<file path="config.mk">
export PLATFORM = sky130hd
export DESIGN_NAME = atmo_light_est
export DESIGN_NICKNAME = d
export VERILOG_FILES = /design/src/rtl/atmo_light_est.sv
export SDC_FILE = /design/constraint.sdc
export NUM_CORES = 1
export LEC_CHECK = 0
export CORE_AREA = 2 2 125 127
export DETAILED_ROUTE_END_ITERATION = 7
export DIE_AREA = 0 0 127 129
export PLACE_DENSITY_LB_ADDON = 0.12
export SLEW_MARGIN = 20
export SYNTH_ARGS = -nofsm -noshare
export SYNTH_HDL_FRONTEND = slang
export SYNTH_SLANG_ARGS = --single-unit
</file>
<file path="constraint.sdc">
create_clock -name clk -period 5.1 [get_ports clk]
set_input_delay 0.765 -clock clk [delete_from_list [all_inputs] [get_ports clk]]
set_output_delay 0.765 -clock clk [all_outputs]
set_load 0.01 [all_outputs]
</file>
<file path="src/rtl/atmo_light_est.sv">
// Per-frame atmospheric-light estimator: tracks the brightest dark-channel pixel of each frame
// and blends its RGB into the A registers once per frame end.
module atmo_light_est #(
   parameter int DATA_WIDTH   = 8,
   parameter int IMG_WIDTH    = 320,
   parameter int IMG_HEIGHT   = 240,
   parameter int SMOOTH_SHIFT = 3,
   parameter int A_MIN        = 100
) (
   input  logic                  clk,
   input  logic                  rst,
   input  logic                  valid_in,
   input  logic [DATA_WIDTH-1:0] dark_in,
   input  logic [DATA_WIDTH-1:0] r_in,
   input  logic [DATA_WIDTH-1:0] g_in,
   input  logic [DATA_WIDTH-1:0] b_in,
   output logic [DATA_WIDTH-1:0] a_r,
   output logic [DATA_WIDTH-1:0] a_g,
   output logic [DATA_WIDTH-1:0] a_b,
   output logic                  a_valid,
   output logic [15:0]           frame_cnt
);

   localparam int XW = (IMG_WIDTH  > 1) ? $clog2(IMG_WIDTH)  : 1;
   localparam int YW = (IMG_HEIGHT > 1) ? $clog2(IMG_HEIGHT) : 1;
   localparam logic [XW-1:0]         X_LAST = XW'(IMG_WIDTH - 1);
   localparam logic [YW-1:0]         Y_LAST = YW'(IMG_HEIGHT - 1);
   localparam logic [DATA_WIDTH-1:0] AMIN_C = DATA_WIDTH'(A_MIN);

   typedef enum logic {
      ST_ACC = 1'b0,
      ST_UPD = 1'b1
   } state_t;

   state_t                state_r;
   logic [XW-1:0]         x_r;
   logic [YW-1:0]         y_r;
   logic [DATA_WIDTH-1:0] max_dark_r, max_r_r, max_g_r, max_b_r;
   logic [DATA_WIDTH-1:0] cand_r_r, cand_g_r, cand_b_r;
   logic                  first_frame_r;

   logic                  first_pix_s, last_pix_s, take_s;
   logic [DATA_WIDTH-1:0] sel_r_s, sel_g_s, sel_b_s;
   logic [DATA_WIDTH-1:0] upd_r_s, upd_g_s, upd_b_s;

   // IIR step in a signed DATA_WIDTH+1 difference; the result always lies between A and cand,
   // so truncating back to DATA_WIDTH bits cannot overflow.
   function automatic logic [DATA_WIDTH-1:0] smooth_f(
      input logic [DATA_WIDTH-1:0] cand,
      input logic [DATA_WIDTH-1:0] acc,
      input logic                  first
   );
      logic signed [DATA_WIDTH:0]   diff;
      logic signed [DATA_WIDTH:0]   step;
      logic signed [DATA_WIDTH+1:0] sum;
      logic [DATA_WIDTH-1:0]        res;
      diff = $signed({1'b0, cand}) - $signed({1'b0, acc});
      step = diff >>> SMOOTH_SHIFT;
      sum  = $signed({2'b00, acc}) + $signed({step[DATA_WIDTH], step});
      if (first) begin
         res = cand;
      end else begin
         res = sum[DATA_WIDTH-1:0];
      end
      if (res < AMIN_C) begin
         res = AMIN_C;
      end else begin
         res = res;
      end
      return res;
   endfunction

   // Pixel position decode and max-tracker selection, including the current pixel
   always_comb begin
      first_pix_s = (x_r == '0) && (y_r == '0);
      last_pix_s  = valid_in && (x_r == X_LAST) && (y_r == Y_LAST);
      take_s      = valid_in && (first_pix_s || (dark_in > max_dark_r));
      if (take_s) begin
         sel_r_s = r_in;
         sel_g_s = g_in;
         sel_b_s = b_in;
      end else begin
         sel_r_s = max_r_r;
         sel_g_s = max_g_r;
         sel_b_s = max_b_r;
      end
   end

   assign upd_r_s = smooth_f(cand_r_r, a_r, first_frame_r);
   assign upd_g_s = smooth_f(cand_g_r, a_g, first_frame_r);
   assign upd_b_s = smooth_f(cand_b_r, a_b, first_frame_r);

   // Raster position counters, frozen during input gaps
   always_ff @(posedge clk) begin
      if (rst) begin
         x_r <= '0;
         y_r <= '0;
      end else if (valid_in) begin
         if (x_r == X_LAST) begin
            x_r <= '0;
            y_r <= (y_r == Y_LAST) ? '0 : y_r + 1'b1;
         end else begin
            x_r <= x_r + 1'b1;
         end
      end
   end

   // Max tracker, ACC/UPD sequencing and registered A outputs
   always_ff @(posedge clk) begin
      if (rst) begin
         state_r       <= ST_ACC;
         max_dark_r    <= '0;
         max_r_r       <= '0;
         max_g_r       <= '0;
         max_b_r       <= '0;
         cand_r_r      <= '0;
         cand_g_r      <= '0;
         cand_b_r      <= '0;
         first_frame_r <= 1'b1;
         a_r           <= '1;
         a_g           <= '1;
         a_b           <= '1;
         a_valid       <= 1'b0;
         frame_cnt     <= 16'd0;
      end else begin
         a_valid <= 1'b0;
         if (take_s) begin
            max_dark_r <= dark_in;
            max_r_r    <= r_in;
            max_g_r    <= g_in;
            max_b_r    <= b_in;
         end
         case (state_r)
            ST_ACC: begin
               if (last_pix_s) begin
                  cand_r_r   <= sel_r_s;
                  cand_g_r   <= sel_g_s;
                  cand_b_r   <= sel_b_s;
                  max_dark_r <= '0;
                  state_r    <= ST_UPD;
               end
            end
            ST_UPD: begin
               a_r           <= upd_r_s;
               a_g           <= upd_g_s;
               a_b           <= upd_b_s;
               a_valid       <= 1'b1;
               frame_cnt     <= frame_cnt + 16'd1;
               first_frame_r <= 1'b0;
               state_r       <= ST_ACC;
            end
            default: state_r <= ST_ACC;
         endcase
      end
   end

endmodule
</file>
# Word-level counts from Yosys, hierarchy flattened
# Cells that the tools add are included.
[classes]
addsub = 9
multipliers = 0
div = 0
order_cmp = 4
eq_ne = 2
n_shift = 0
muxes = 17
bitwise = 1
reduce_logical = 9
[ops]
columns = ["cell", "count"]
rows = [
  ["$mux W8", 13],
  ["$sub A8 B8 Y9", 3],
  ["$add A8 B6 Y8", 3],
  ["$lt A8 B7 Y1 const B", 3],
  ["$add A16 B1 Y16 const B", 1],
  ["$add A9 B1 Y9 const B", 1],
  ["$eq A9 B9 Y1 const B", 1],
  ["$logic_not A9 Y1", 1],
  ["$mux W9", 1],
  ["$add A8 B1 Y8 const B", 1],
  ["$eq A8 B8 Y1 const B", 1],
  ["$gt A8 B8 Y1", 1],
  ["$logic_not A8 Y1", 1],
  ["$logic_and A1 B1 Y1", 4],
  ["$reduce_and A2 Y1", 2],
  ["$mux W1", 2],
  ["$pmux W1 S2", 1],
  ["$logic_or A1 B1 Y1", 1],
  ["$not A1 Y1", 1],
]
[totals]
register_bits = 116
latchBits = 0
ram_bits = 0
mem_bits_ro = 0
in_bits = 35
output_inout_bits = 41
word_cells = 58
memories = 0

# Logic depth before layout (Yosys ltp)
[depth]
ltp_word = 7
depth_mapped = 18

# Worst setup path before layout
# No wires, ideal clock.
[synth_path]
path_kind = "reg-to-reg"
startpoint = "register a_b[1]"
endpoint = "register a_b[0]"
setup_time_ns = 0.122
arrival_time_ns = 3.509
required_time_ns = 4.978
setup_slack_ns = 1.469
stages_incl_launch_ff = 18
path_buffers = 0
synth_period_minus_slack_ns = 3.631
path_cell_list = "dfxtp_1 inv_1 ha_1 a21o_1 o311a_4 o21a_1 o21a_1 nor2_1 xnor2_1 ha_1 a2111oi_0 a21oi_1 o21ai_0 nor3_1 mux2i_1 nand3_4 nand2b_4 a221o_1"
[synth_between]
elab_chain_cells = 5
[synth_rtl]
columns = ["element", "line", "source"]
rows = [
  ["start, declared", "19", "output logic [DATA_WIDTH-1:0] a_b,"],
  ["start signal, assigned", "146", "a_b <= upd_b_s;"],
  ["$sub A8 B8 Y9", "57", "diff = $signed({1'b0, cand}) - $signed({1'b0, acc});"],
  ["$add A8 B6 Y8 *", "59", "sum = $signed({2'b00, acc}) + $signed({step[DATA_WIDTH], step});"],
  ["$mux W8 *", "60", "if (first) begin"],
  ["$lt A8 B7 Y1", "65", "if (res < AMIN_C) begin"],
  ["$mux W8 *", "65", ""],
]
# Every way passes the cells marked *; elsewhere a longest branch is shown, timed or not.
# A chain may end at the register's enable or synchronous reset.

# Worst setup path in the final report
[layout_path]
startpoint = "register a_b[2]"
endpoint = "register a_b[1]"
# Same word-level chain as after synthesis.

==> results.yml <==
logic_synthesis:
  syn_area_per_cell_um2: 8.206
  synth_nets: 908
  ys_top_cells_by_area: "dfxtp_1 (35%), ha_1 (10%), nand2_1 (6.4%), mux2i_1 (5.4%), a21oi_1 (4.9%)"
  synth.top_cell.area_share_pct: 34.72
  syn_inst: 815
  ys_seq_elements: 116
  synth_cell_type_count: 59
  synth_ff_type: "dfxtp_1"
  syn-cell-area_mm2: 0.006688
  yosys_warnings: 0
  synth-edff-count: 0
  seq_area_frac_synth_pct: 34.72
  synth_top_cell_by_area: "dfxtp_1"
  async_flop_share_pct: 0
global_route:
  grtUsageTotal_pct: 20.08
  grt_pass1_wl_um: 26610
  grt_max_degree: 72
  first_global_vias: 5597
  grt_overflow: 0
  antenna_found_initial: 0
timing:
  tns_ns: 0
  slew_violations: 0
  fin_crit_ns: 4.069
  finalHoldViolations: 0
  rsz0062_at_grt: "no"
  finalCritPeriodShare_pct: 79.79
  relSlewSlack_pct: 49.32
  fin_ws_ns: 1.031
  finalSetupViolCount: 0
  tightest_slew_ns: 0.7601
  fin_worst_skew_ns: 0.008287
  fmax_mhz: 245.8
clocking:
  cts.sinks: 116
  clk_latency_ns: 0.41
  cts_buffer_depth: 2
  clock-root-buffer: "clkbuf_16"
  htreeDepth: 4
  path_clk_slew_ns: 0.05
  numCtsBuffers: 17
  ctsHoldBuffers: 0
  cts_resized: 0
  postCtsSetupRepairBufs: 0
  cts_tree: "yes"
setup_path:
  path_class: "reg -> reg"
  end_kind: "flop"
  crit_fanout: 4
  worstSetupStartpoint: "a_b[2]"
  required_ns: 5.39
  r2r_start: "a_b[2]"
  worstPathArrival_ns: 4.36
  worst_setup_path_start_kind: "flop"
cells_and_area:
  syn_to_final_growth_pct: 22.17
  final_common_cell: "dfxtp_1"
  diodes: 0
  final_net_count: 973
  layout_common_cells: "dfxtp_1 (116), nand2_1 (114), nor2_1 (88)"
  drive_above_1_share_pct: 6.383
power:
  powerDensity_mw_per_mm2: 275.5
  peakVddDrop_mv: 0.1956
  leakage_nw: 3.599
detailed_routing:
  drc_errors: 0
  routed_via_density: 5.329
  drtPass1Iterations: 4
  drt_iter0_markers: 323
  post_drt_wl_per_cell_um: 14.60
  drtAntennaViolNets: 0
  routed_wl_um: 15780
  vias: 5761
floorplanning:
  die_area_mm2: 0.01638
  io_pins: 76
  row_count: 45
  initial_core_util_pct: 44.65
  die_w_um: 127
  core_area_mm2: 0.01498
  fp.dieH_um: 129
placement:
  hpwl_um: 11770
  place.gp.congestion: 0.8603
  port-buffer-count: 75
  place_ws_ns: 1.066
min_path:
  min-delay-start: "max_r_r[7]"
  hold_path.class: "reg -> reg"
run:
  max-cap-violations: 0
run_status:
  outcome: "finished clean"
==> final timing paths <==
| path | slack (ns) | end | depth (start not counted) |
|---|---|---|---|
| min reg2reg | 0.45 | max_r_r[7] | 2 |
| max reg2reg | 1.03 | a_b[1] | 18 |
| max | 1.03 | a_b[1] | 18 |
| min | 0.45 | max_r_r[7] | 2 |
==> synth_stat cells, types with 7 or more instances <==
master and count:
nand4_1 12, clkbuf_1 22, nor2b_1 7, nor2_1 88, o21a_1 7, nor3_1 24, nand2_1 114, inv_1 40
buf_2 9, o21ai_0 44, xor2_1 33, dfxtp_1 116, a21o_1 11, ha_1 55, a21oi_1 66, nand3_1 13
mux2i_1 36, and3_1 9, nand2b_1 9, a211oi_1 15, xnor2_1 20
==> metal layers <==
metal,GRT usage (%),up-vias,wire [um]
met5,0,-,0
met4,8.016,0,246
met3,4.116,20,571
met2,33.21,111,7502
met1,25.83,2672,7459
li1,-,2958,-
==> sequential cells by signal (all words and copies together) (netlist names) <==
register	cells
a_g	8
state_r	1
max_g_r	8
first_frame_r	1
max_b_r	8
a_r	8
a_valid	1
max_r_r	8
x_r	9
y_r	8
frame_cnt	16
max_dark_r	8
cand_r_r	8
a_b	8
cand_g_r	8
cand_b_r	8
==> through the flow <==
| step | hold slack [ns] | power (W) | utilization (%) | std cells | area, um^2 |
|---|---|---|---|---|---|
| 6_report | 0.4547 | 0.002251 | 54.55 | 1081 | 8170 |
| 5_1_grt | 0.4709 | 0.002337 | 54.55 | 1081 | 8170 |
| 4_1_cts | 0.4553 | 0.002279 | 54.54 | 1081 | 8168 |
| 3_5_place_dp | 0.4474 | 0.001113 | 50.63 | 1049 | 7584 |
| 3_3_place_gp | 0.4372 | 0.001109 | 50.63 | 1049 | 7584 |
| 2_1_floorplan | 0.4360 | 0.001053 | - | 815 | 6688 |
==> kinds of logic after synthesis <==
family | Yosys count | synth area share [%]
simple gates | 297 | 20.17
buf+inv | 77 | 4.490
fa+ha+maj | 58 | 11.19
mux | 38 | 5.781
xor+xnor | 53 | 6.941
compound gates | 176 | 16.71
flops | 116 | 34.72
==> critical path: stages, from the launching register on <==
cell and delay, ns:
dfxtp_1 0.43, inv_1 0.08, ha_1 0.31, o21ai_0 0.14, or2b_1 0.25, o311a_4 0.16
o21a_1 0.21, o21a_1 0.19, nor2_1 0.11, xnor2_1 0.13, ha_1 0.29, a2111oi_0 0.35
a21oi_1 0.06, o21ai_0 0.22, nor3_1 0.09, mux2i_1 0.31, nand3_4 0.13, nand2b_4 0.18
a221o_1 0.30
==> power by group <==
part / internal (W) / total (W) / leakage, nW / switching [W]
Clock: 0.000720 / 0.00116 / 0.268 / 0.000437
Sequential: 0.000927 / 0.000937 / 0.941 / 0.0000106
Combinational: 0.0000689 / 0.000156 / 2.39 / 0.0000875
Total: 0.00172 / 0.00225 / 3.60 / 0.000535
==> area by class of cell <==
cell class / instances / area (um^2)
Sequential cell: 116 / 2322
Inverter: 41 / 153.9
Clock inverter: 15 / 158.9
Tap cell: 188 / 235.2
Clock buffer: 17 / 425.4
Timing Repair Buffer: 82 / 798.3
Fill cell: 1370 / 6807
Multi-Input combinational cell: 622 / 4076
Note: power is estimated with default switching activity, not from simulation.
